<file path="src/rtl/rns_32_31_21_5_pkg.sv">
// Shared constants and FSM encoding for the {32,31,21,5} RNS forward converter.
package rns_32_31_21_5_pkg;

    localparam int DYN_SIZE   = 17;
    localparam int MOD_1      = 32;
    localparam int MOD_2      = 31;
    localparam int MOD_3      = 21;
    localparam int MOD_4      = 5;
    localparam int MOD_1_K    = 5;
    localparam int MOD_SIZE_1 = 5;
    localparam int MOD_SIZE_2 = 5;
    localparam int MOD_SIZE_3 = 5;
    localparam int MOD_SIZE_4 = 3;
    localparam int M_PROD     = 104160;

    typedef enum logic [2:0] {
        IDLE  = 3'd0,
        FOLD1 = 3'd1,
        FOLD2 = 3'd2,
        CORR  = 3'd3,
        VALID = 3'd4
    } state_t;

endpackage

</file>
<file path="src/rtl/eac_fold.sv">
// End-around fold: sums the K-bit chunks of a W-bit word into an O-bit result.
module eac_fold #(
    parameter int K = 5,
    parameter int W = 17,
    parameter int O = 7
) (
    input  logic [W-1:0] i_a,
    output logic [O-1:0] o_sum
);

    localparam int NC = (W + K - 1) / K;
    localparam int PW = NC * K;

    logic [PW-1:0] w_pad;

    always_comb begin
        w_pad = PW'(i_a);
        o_sum = '0;
        for (int c = 0; c < NC; c++) begin
            o_sum = o_sum + O'(w_pad[c*K +: K]);
        end
    end

endmodule

</file>
<file path="src/rtl/bin2rns_32_31_21_5.sv">
// Binary-to-RNS forward converter for moduli {32,31,21,5}, fixed 4-cycle latency.
// Define BIN2RNS_RANGE_CHECK_EN to flag operands >= M_PROD on out_err.
module bin2rns_32_31_21_5
    import rns_32_31_21_5_pkg::*;
(
    input  logic                  clk,
    input  logic                  reset,
    input  logic [DYN_SIZE-1:0]   N,
    input  logic                  in_valid,
    output logic                  in_ready,
    output logic [MOD_SIZE_1-1:0] x0,
    output logic [MOD_SIZE_2-1:0] x1,
    output logic [MOD_SIZE_3-1:0] x2,
    output logic [MOD_SIZE_4-1:0] x3,
    output logic                  out_valid,
    input  logic                  out_ready,
    output logic                  out_err
);

    state_t                r_state;
    logic [DYN_SIZE-1:0]   r_n;
    logic [6:0]            r_m31;
    logic [7:0]            r_m21;
    logic [5:0]            r_m5;
    logic [MOD_SIZE_1-1:0] r_x0;
    logic [MOD_SIZE_2-1:0] r_x1;
    logic [MOD_SIZE_3-1:0] r_x2;
    logic [MOD_SIZE_4-1:0] r_x3;

    logic [6:0] w_f1_31;
    logic [7:0] w_f1_21;
    logic [5:0] w_f1_5;
    logic [5:0] w_f2_31;
    logic [6:0] w_f2_21;
    logic [4:0] w_f2_5;
    logic [4:0] w_c31;
    logic [4:0] w_c21;
    logic [2:0] w_c5;

    // First fold on the raw operand, second fold on the first-fold result.
    eac_fold #(.K(5), .W(DYN_SIZE), .O(7)) u_f1_31 (.i_a(r_n), .o_sum(w_f1_31));
    eac_fold #(.K(6), .W(DYN_SIZE), .O(8)) u_f1_21 (.i_a(r_n), .o_sum(w_f1_21));
    eac_fold #(.K(4), .W(DYN_SIZE), .O(6)) u_f1_5  (.i_a(r_n), .o_sum(w_f1_5));
    eac_fold #(.K(5), .W(7), .O(6)) u_f2_31 (.i_a(r_m31), .o_sum(w_f2_31));
    eac_fold #(.K(6), .W(8), .O(7)) u_f2_21 (.i_a(r_m21), .o_sum(w_f2_21));
    eac_fold #(.K(4), .W(6), .O(5)) u_f2_5  (.i_a(r_m5),  .o_sum(w_f2_5));

    always_comb begin
        w_c31 = r_m31[4:0];
        if (r_m31 >= 7'(MOD_2)) w_c31 = 5'(r_m31 - 7'(MOD_2));
    end

    always_comb begin
        w_c21 = r_m21[4:0];
        if (r_m21 >= 8'(3*MOD_3))      w_c21 = 5'(r_m21 - 8'(3*MOD_3));
        else if (r_m21 >= 8'(2*MOD_3)) w_c21 = 5'(r_m21 - 8'(2*MOD_3));
        else if (r_m21 >= 8'(MOD_3))   w_c21 = 5'(r_m21 - 8'(MOD_3));
    end

    always_comb begin
        w_c5 = r_m5[2:0];
        if (r_m5 >= 6'(3*MOD_4))      w_c5 = 3'(r_m5 - 6'(3*MOD_4));
        else if (r_m5 >= 6'(2*MOD_4)) w_c5 = 3'(r_m5 - 6'(2*MOD_4));
        else if (r_m5 >= 6'(MOD_4))   w_c5 = 3'(r_m5 - 6'(MOD_4));
    end

    always_ff @(posedge clk or negedge reset) begin
        if (!reset) begin
            r_state <= IDLE;
            r_n     <= '0;
            r_m31   <= '0;
            r_m21   <= '0;
            r_m5    <= '0;
            r_x0    <= '0;
            r_x1    <= '0;
            r_x2    <= '0;
            r_x3    <= '0;
        end else begin
            unique case (r_state)
                IDLE: begin
                    if (in_valid) begin
                        r_n     <= N;
                        r_state <= FOLD1;
                    end
                end
                FOLD1: begin
                    r_m31   <= w_f1_31;
                    r_m21   <= w_f1_21;
                    r_m5    <= w_f1_5;
                    r_state <= FOLD2;
                end
                FOLD2: begin
                    r_m31   <= {1'b0, w_f2_31};
                    r_m21   <= {1'b0, w_f2_21};
                    r_m5    <= {1'b0, w_f2_5};
                    r_state <= CORR;
                end
                CORR: begin
                    r_x0    <= r_n[MOD_1_K-1:0];
                    r_x1    <= w_c31;
                    r_x2    <= w_c21;
                    r_x3    <= w_c5;
                    r_state <= VALID;
                end
                VALID: begin
                    if (out_ready) r_state <= IDLE;
                end
                default: r_state <= IDLE;
            endcase
        end
    end

`ifdef BIN2RNS_RANGE_CHECK_EN
    logic r_err_n;
    logic r_err;

    // Flag is taken with the operand and published with its residues.
    always_ff @(posedge clk or negedge reset) begin
        if (!reset) begin
            r_err_n <= 1'b0;
            r_err   <= 1'b0;
        end else begin
            if (r_state == IDLE && in_valid) r_err_n <= (N >= DYN_SIZE'(M_PROD));
            if (r_state == CORR) r_err <= r_err_n;
        end
    end

    assign out_err = r_err;
`else
    assign out_err = 1'b0;
`endif

    assign in_ready  = (r_state == IDLE);
    assign out_valid = (r_state == VALID);
    assign x0        = r_x0;
    assign x1        = r_x1;
    assign x2        = r_x2;
    assign x3        = r_x3;

endmodule

</file>
<file path="config.mk">
export PLATFORM = sky130hd
export DESIGN_NAME = bin2rns_32_31_21_5
export DESIGN_NICKNAME = d
export VERILOG_FILES = /design/src/rtl/rns_32_31_21_5_pkg.sv /design/src/rtl/eac_fold.sv /design/src/rtl/bin2rns_32_31_21_5.sv
export SDC_FILE = /design/constraint.sdc
export NUM_CORES = 1
export LEC_CHECK = 0
export ABC_AREA = 0
export BUFFER_PORTS_ARGS = -buffer_cell sky130_fd_sc_hd__buf_2
export CAP_MARGIN = 20
export CORE_ASPECT_RATIO = 0.9
export CORE_MARGIN = 8
export CORE_UTILIZATION = 40
export DETAILED_ROUTE_END_ITERATION = 7
export GPL_TIMING_DRIVEN = 1
export PLACE_DENSITY = 0.59
export SLEW_MARGIN = 10
export SYNTH_ARGS = -nofsm -noshare
export SYNTH_HDL_FRONTEND = slang
export SYNTH_SLANG_ARGS = --single-unit
</file>
<file path="constraint.sdc">
create_clock -name clk -period 6.7 [get_ports clk]
set_clock_uncertainty 0.1 [all_clocks]
set_input_delay 1.34 -clock clk [delete_from_list [all_inputs] [get_ports clk]]
set_output_delay 1.34 -clock clk [all_outputs]
set_load 0.005 [all_outputs]
</file>
==> results of run 1 <==
==> flip-flops by register name, summed over array words and instances, names as in the netlist <==
name	count
x0	5
x3	3
r_m31	7
r_n	17
r_state	3
x1	5
x2	5
r_m5	6
r_m21	8
==> tightest hold or removal path: stages, from the launching register on <==
cell and delay, ns:
dfrtp_1 0.33, nand2_1 0.06, o41ai_2 0.04
==> area by class of cell <==
cell class / count / area [sq um]
clock buffer: 12 / 266.5
clock inverter: 4 / 47.55
fill: 1079 / 6061
inverter: 38 / 142.6
multi-input combinational: 369 / 2838
sequential: 59 / 1476
tap: 156 / 195.2
timing repair buffer: 43 / 222.7
==> through the flow <==
step                      setup WS (ns)  instances  instance area (sq um)  hold slack [ns]
after floorplan                   3.542        484                   4557           0.3730
after global placement            3.457        665                   4875           0.3556
after detailed placement          3.376        665                   4875           0.3543
after CTS                         3.371        681                   5189           0.3711
after global routing              3.186        681                   5189           0.4071
final                             3.365        681                   5189           0.3680
==> layer usage <==
metal | share of wire [%] | track usage, % | wire length, microns | vias up
met2 | 45 | 22.84 | 4477 | 68
met1 | 49 | 18.67 | 4856 | 1596
met5 | 0 | 0 | 0 | -
met4 | 1.5 | 4.691 | 151 | 0
met3 | 5.1 | 3.623 | 509 | 12
li1 | - | - | - | 1764
==> cell families (layout without fill, tap and decap cells) <==
kind of cell / after synthesis / in the layout / share of synthesized area, %
AOI/OAI and AO/OA: 133 / 133 / 19.28
adders and majority gates: 67 / 67 / 20.87
buffers and inverters: 56 / 97 / 5.327
xor gates and xnor gates: 26 / 26 / 4.997
DFF: 59 / 59 / 32.40
and+or+nand+nor: 124 / 124 / 12.69
other: 1 / 1 / 0.08229
muxes: 18 / 18 / 4.366
==> placed cells by master (no fill, tap or decap), types with 3 or more instances in the layout <==
| cell | count |
|---|---|
| a211oi_1 | 5 |
| a21o_1 | 13 |
| a21oi_1 | 40 |
| a31oi_1 | 4 |
| buf_2 | 40 |
| buf_4 | 3 |
| clkbuf_16 | 9 |
| clkbuf_8 | 3 |
| dfrtp_1 | 59 |
| fa_1 | 15 |
| ha_1 | 52 |
| inv_1 | 38 |
| mux2_2 | 15 |
| mux2i_1 | 3 |
| nand2_1 | 46 |
| nand2b_1 | 4 |
| nand3_1 | 7 |
| nor2_1 | 35 |
| nor2b_1 | 5 |
| nor3_1 | 8 |
| o21a_1 | 3 |
| o21ai_0 | 37 |
| o22ai_1 | 4 |
| o311ai_0 | 3 |
| o31ai_1 | 3 |
| or2_2 | 3 |
| xnor2_1 | 15 |
| xor2_1 | 11 |
==> worst min path at each step <==
stage                       from           endpoint  cells past startpoint
4_1_cts        x2[2]$_DFFE_PN0P_  x2[2]$_DFFE_PN0P_                      2
3_3_place_gp   x1[3]$_DFFE_PN0P_  x1[3]$_DFFE_PN0P_                      2
6_report       x2[2]$_DFFE_PN0P_  x2[2]$_DFFE_PN0P_                      2
2_1_floorplan  x2[4]$_DFFE_PN0P_  x2[4]$_DFFE_PN0P_                      2
5_1_grt        x2[2]$_DFFE_PN0P_  x2[2]$_DFFE_PN0P_                      2
3_5_place_dp   x2[2]$_DFFE_PN0P_  x2[2]$_DFFE_PN0P_                      2
==> reports/results.tsv, run 1 <==
stage	metric	value	unit
synth	syn nets	572	
setup_path	crit-path leading delay family	adder cells	
placed_design	PortBufs	40	
floorplan	die area	0.01507	sq mm
setup_path	critical path, cell by cell	ha_1, fa_1, inv_1, fa_1, inv_1, ha_1, fa_1, a21o_1, a21oi_1, xnor2_1, a221oi_1, nor2_1	
setup_path	worst r2r dst	r_m31[5]$_DFFE_PN0N_	
cts	clock root cell	clkbuf_16	
grt	GRT Overall Usage	14.31	%
drt	Total Wirelength	9995	microns
synth	post-synthesis sequential area ratio	32.40	%
setup_path	critical path's largest stage delay	0.48	ns
timing	final worst path period need	3.335	ns
drt	Routed Antenna Nets	0	
timing	setup TNS	0	ns
timing	FMAX	299.8	MHz
drt	vias per cell	5.051	
setup_path	Worst Setup EP	r_m31[5]$_DFFE_PN0N_	
synth	warning count from the yosys run	0	
synth	post-synth cell types	60	
layout	final core occ	46.12	%
grt	first-pass GRT wire length	17080	microns
placed_design	DP Wirelength	7799	microns
timing	RSZ-0062 raised after global routing	no	
placed_design	Placer Congestion	0.8546	
setup_path	Setup CP Type	flip-flop to flip-flop	
setup_path	Worst EP arrival	3.45	ns
setup_path	crit path launch type	flip-flop	
run_status	status	complete, no violations	
synth	top-area cell type share of the netlist area	32.40	%
setup_path	worst r2r path cells	12	
layout	layout cells sized above 1	16.95	%
run	maxcap violations	0	
setup_path	slowest CP cell	fa_1	
grt	vias in the first global route	3435	
timing	period utilization	49.78	%
setup_path	Critical Path Fanout Max	5	
synth	Post-synth top cells	59 x dfrtp_1, 52 x ha_1, 46 x nand2_1	
cts	CTS buffer count	9	
setup_path	reg2reg setup slack	3.36	ns
drt	# DRC	0	
cts	insertion delay to the later sink of the worst-skew pair	0.33	ns
timing	worst-margin pin slew	0.9656	ns
synth	Post-synth EDFFs	0	
timing	Pins Over Slew Limit	0	
cts	post-CTS resize count	0	
drt	drt first pass iters	4	
grt	initial antenna violation count	0	
synth	synthesized cell area	0.004557	sq mm
synth	post-synthesis async set-or-reset flop share	100.0	%
floorplan	row count	37	
cts	CTS tree	done	
synth	Synth area leader	dfrtp_1	
drt	Starting DRT DRC Count	175	
floorplan	# IOs	42	
cts	CTS sink cnt	59	
hold_path	Hold Path Class	flip-flop to flip-flop	
setup_path	total stage count of the critical path	12	
setup_path	Crit path top cell by count	fa_1	
drt	via count	3440	
synth	Cells after Synth	484	
setup_path	buffers and inverters on the worst path	2	
synth	count leader, synth	dfrtp_1	
timing	Hold Violations, Final	0	
cts	Reg clk slew, reported paths	0.05	ns
drt	routed len/inst	14.68	microns
setup_path	Critical R2R Launch	r_n[0]$_DFFE_PN0P_	
floorplan	Die Y	117.3	microns
synth	Post-synth top flop	dfrtp_1	
cts	Max Buffers Root-to-Sink	2	
setup_path	Setup crit end kind	flip-flop	
timing	Slew headroom	35.63	%
cts	Setup Buffers After CTS	0	
setup_path	beginning of the critical path	r_n[0]$_DFFE_PN0P_	
setup_path	required time of the worst setup path	6.82	ns
grt	GRT overflow	0	
grt	largest net degree at the start of global routing	60	
synth	flops & latches, synth	59	
synth	Synth area leaders	dfrtp_1 32%, ha_1 14%, fa_1 6.6%, a21oi_1 4.4%, o21ai_0 4.1%	
layout	Area Overhead vs Synth	13.87	%
layout	n_diodes	0	
floorplan	Initial Util	40.51	%
floorplan	Die Wd	128.5	microns
cts	Max H-tree Level	3	
layout	Final Net Count	608	
synth	Mean Syn Cell Area	9.415	sq um
cts	CTS Hold Bufs	0	
timing	Setup-failing EPs final	0	
floorplan	core area	0.01125	sq mm
Power of run 1 is not shown: default switching activity piles up to over one toggle a cycle in this logic, so the estimate is an artifact.
==> run 2: changes to the inputs <==
- ABC_AREA: 0 -> 1
- clock period: 6.7 -> 3.19 ns (I/O delays scaled with it)
==> run 2 against run 1 <==
Effect of this change:
- setup slack worse by 3.2 ns
- worst hold slack worse by 0.075 ns
- register-to-register slack got worse by 3.2 ns
- critical endpoint is now r_m5[2]$_DFFE_PN0N_
- largest cell class unchanged
==> reports/results.tsv, run 2 <==
stage	metric	value	unit	change
floorplan	row count	38		+2.7%
cts	Max Buffers Root-to-Sink	2		unchanged
synth	Mean Syn Cell Area	7.954	sq um	-16%
synth	count leader, synth	nand2_1		
floorplan	# IOs	42		unchanged
grt	largest net degree at the start of global routing	35		-42%
synth	Synth area leader	dfrtp_1		
setup_path	worst r2r path cells	11		-1
placed_design	DP Wirelength	8437	microns	+8.2%
timing	Hold Violations, Final	0		unchanged
placed_design	Placer Congestion	0.8652		+1.2%
synth	Post-synth EDFFs	0		unchanged
timing	setup TNS	0	ns	unchanged
timing	Setup-failing EPs final	0		unchanged
grt	GRT Overall Usage	14.79	%	+0.47 points
floorplan	Die Wd	131.0	microns	+2.0%
drt	routed len/inst	13.30	microns	-9.4%
cts	insertion delay to the later sink of the worst-skew pair	0.33	ns	about the same
placed_design	PortBufs	40		unchanged
drt	via count	3866		+12%
drt	Total Wirelength	10690	microns	+7.0%
grt	initial antenna violation count	0		unchanged
synth	post-synth cell types	41		-32%
floorplan	Initial Util	40.25	%	-0.26 points
layout	layout cells sized above 1	14.44	%	-2.5 points
setup_path	Setup CP Type	flip-flop to flip-flop		
timing	RSZ-0062 raised after global routing	no		
setup_path	critical path, cell by cell	ha_1, fa_1, inv_1, fa_1, inv_1, fa_1, or2_2, nand3_1, o21ai_0, nand2_1, o21ai_0		
setup_path	crit-path leading delay family	adder cells		
cts	Reg clk slew, reported paths	0.06	ns	about the same
synth	synthesized cell area	0.004765	sq mm	+4.6%
cts	CTS tree	done		
timing	FMAX	332.4	MHz	+11%
layout	largest registers	r_n (17), r_m21 (8), r_m31 (7)		
drt	Routed Antenna Nets	0		unchanged
setup_path	required time of the worst setup path	3.30	ns	-3.52 ns
setup_path	reg2reg setup slack	0.18	ns	-3.18 ns
layout	most frequent cells in the layout	120 x nand2_1, 85 x inv_1, 59 x dfrtp_1		
synth	warning count from the yosys run	0		unchanged
drt	vias per cell	4.808		-4.8%
synth	Synth area leaders	dfrtp_1 31%, ha_1 14%, nand2_1 9.5%, inv_1 6.7%, fa_1 6.3%		
layout	largest register by flop count	r_n		
timing	worst-margin pin slew	0.8025	ns	-0.1631 ns
setup_path	Setup crit end kind	flip-flop		
layout	Area Overhead vs Synth	13.47	%	
drt	drt first pass iters	4		unchanged
grt	GRT overflow	0		unchanged
grt	vias in the first global route	3874		+13%
run_status	status	complete, no violations		
cts	Max H-tree Level	3		unchanged
timing	final worst path period need	3.009	ns	-0.3266 ns
floorplan	core area	0.01184	sq mm	+5.2%
run	maxcap violations	0		unchanged
setup_path	Worst EP arrival	3.12	ns	-0.33 ns
hold_path	Hold Path Class	input pin to asynchronous set/reset pin		
drt	# DRC	0		unchanged
layout	most common cell after layout, fill and taps aside	nand2_1		
synth	syn nets	687		+20%
timing	Slew headroom	46.50	%	+11 points
cts	CTS buffer count	9		unchanged
synth	post-synthesis async set-or-reset flop share	100.0	%	unchanged
layout	Final Net Count	727		+20%
synth	Post-synth top flop	dfrtp_1		
setup_path	buffers and inverters on the worst path	2		unchanged
timing	period utilization	94.31	%	+45 points
grt	met3 usage	3.725	%	+0.10 points
cts	clock root cell	clkbuf_16		
cts	CTS sink cnt	59		unchanged
layout	Largest register FFs	17		unchanged
setup_path	Critical R2R Launch	r_n[0]$_DFFE_PN0P_		
synth	top-area cell type share of the netlist area	30.99	%	-1.4 points
grt	grt peak-use layer	met2		
grt	met2 Usage GRT	23.73	%	+0.89 points
layout	n_diodes	0		unchanged
setup_path	crit path launch type	flip-flop		
synth	flops & latches, synth	59		unchanged
timing	Pins Over Slew Limit	0		unchanged
setup_path	worst r2r dst	r_m5[2]$_DFFE_PN0N_		
setup_path	Crit path top cell by count	fa_1		
setup_path	Critical Path Fanout Max	4		-1
grt	M1 GR Usage	19.32	%	+0.65 points
floorplan	Die Y	119.5	microns	+1.9%
drt	Starting DRT DRC Count	204		+17%
synth	post-synthesis sequential area ratio	30.99	%	-1.4 points
synth	Cells after Synth	599		+24%
setup_path	critical path's largest stage delay	0.50	ns	+0.02 ns
floorplan	die area	0.01567	sq mm	+4.0%
setup_path	slowest CP cell	fa_1		
grt	first-pass GRT wire length	18490	microns	+8.2%
synth	Post-synth top cells	120 x nand2_1, 85 x inv_1, 59 x dfrtp_1		
==> run 2: cell types whose count changed in the layout (fill, tap and decap cells not counted), sizes merged, moves of 6 or more <==
cell   previous run  this run
nand2            47       127
mux2             15         4
a21oi            41        55
a21o             13         2
nor2             36        51
inv              38        91
nand3             7        35
nor2b             6         0
xnor2            15         6
o21ai            39        33
==> run 2: area by class of cell <==
cell class	instances	area, sq um
tap	160	200.2
clock inverter	6	90.09
fill	1192	6432
inverter	91	341.6
multi-input combinational	432	2824
timing repair buffer	46	245.2
sequential	59	1476
clock buffer	10	229.0
==> run 2: cell families (layout without fill, tap and decap cells) <==
kind of cell    Yosys count  in the layout  share of synthesized area [%]
fa+ha+maj                67             67                          19.96
xor+xnor                 21             21                          3.860
buf+inv                 108            153                          9.795
flops                    59             59                          30.99
other cells               1              1                        0.07871
mux                       4              4                          1.182
simple gates            225            225                          20.61
compound gates          114            114                          13.52
==> run 2: repair_timing <==
action | CTS | global route
endpoints found under the setup margin | 0 | 1
setup buffers | 0 | 1
hold buffers | 0 | 0
gates resized for setup | 0 | 1
==> run 2: per-layer routing <==
metal | vias up | wire [microns]
met1 | 1768 | 5224
met5 | - | 0
met4 | 0 | 116
li1 | 2022 | -
met2 | 67 | 4853
met3 | 9 | 499
==> run 2: how the worst max path moves through the flow <==
stage / startpoint / end / depth (start not counted)
global route: r_n[0]$_DFFE_PN0P_ / r_m31[5]$_DFFE_PN0N_ / 12
finish: r_n[0]$_DFFE_PN0P_ / r_m5[2]$_DFFE_PN0N_ / 11
floorplan: r_n[5]$_DFFE_PN0P_ / r_m31[5]$_DFFE_PN0N_ / 12
CTS: r_n[0]$_DFFE_PN0P_ / r_m31[5]$_DFFE_PN0N_ / 12
global placement: r_n[0]$_DFFE_PN0P_ / r_m31[5]$_DFFE_PN0N_ / 12
detailed placement: r_n[0]$_DFFE_PN0P_ / r_m31[5]$_DFFE_PN0N_ / 12
==> run 2: stage by stage <==
step                area, sq um  util, %  setup slack, ns  instances  hold slack [ns]
floorplan                  4765        -           0.2716        599           0.2424
global placement           5077    42.89           0.1932        787           0.3591
detailed placement         5077    42.89           0.1247        787           0.3647
CTS                        5396    45.58           0.1187        803           0.3225
global route               5406    45.67          0.02162        804           0.3542
finish                     5406    45.67           0.1815        804           0.2931
Power of run 2 is left out for the same reason.
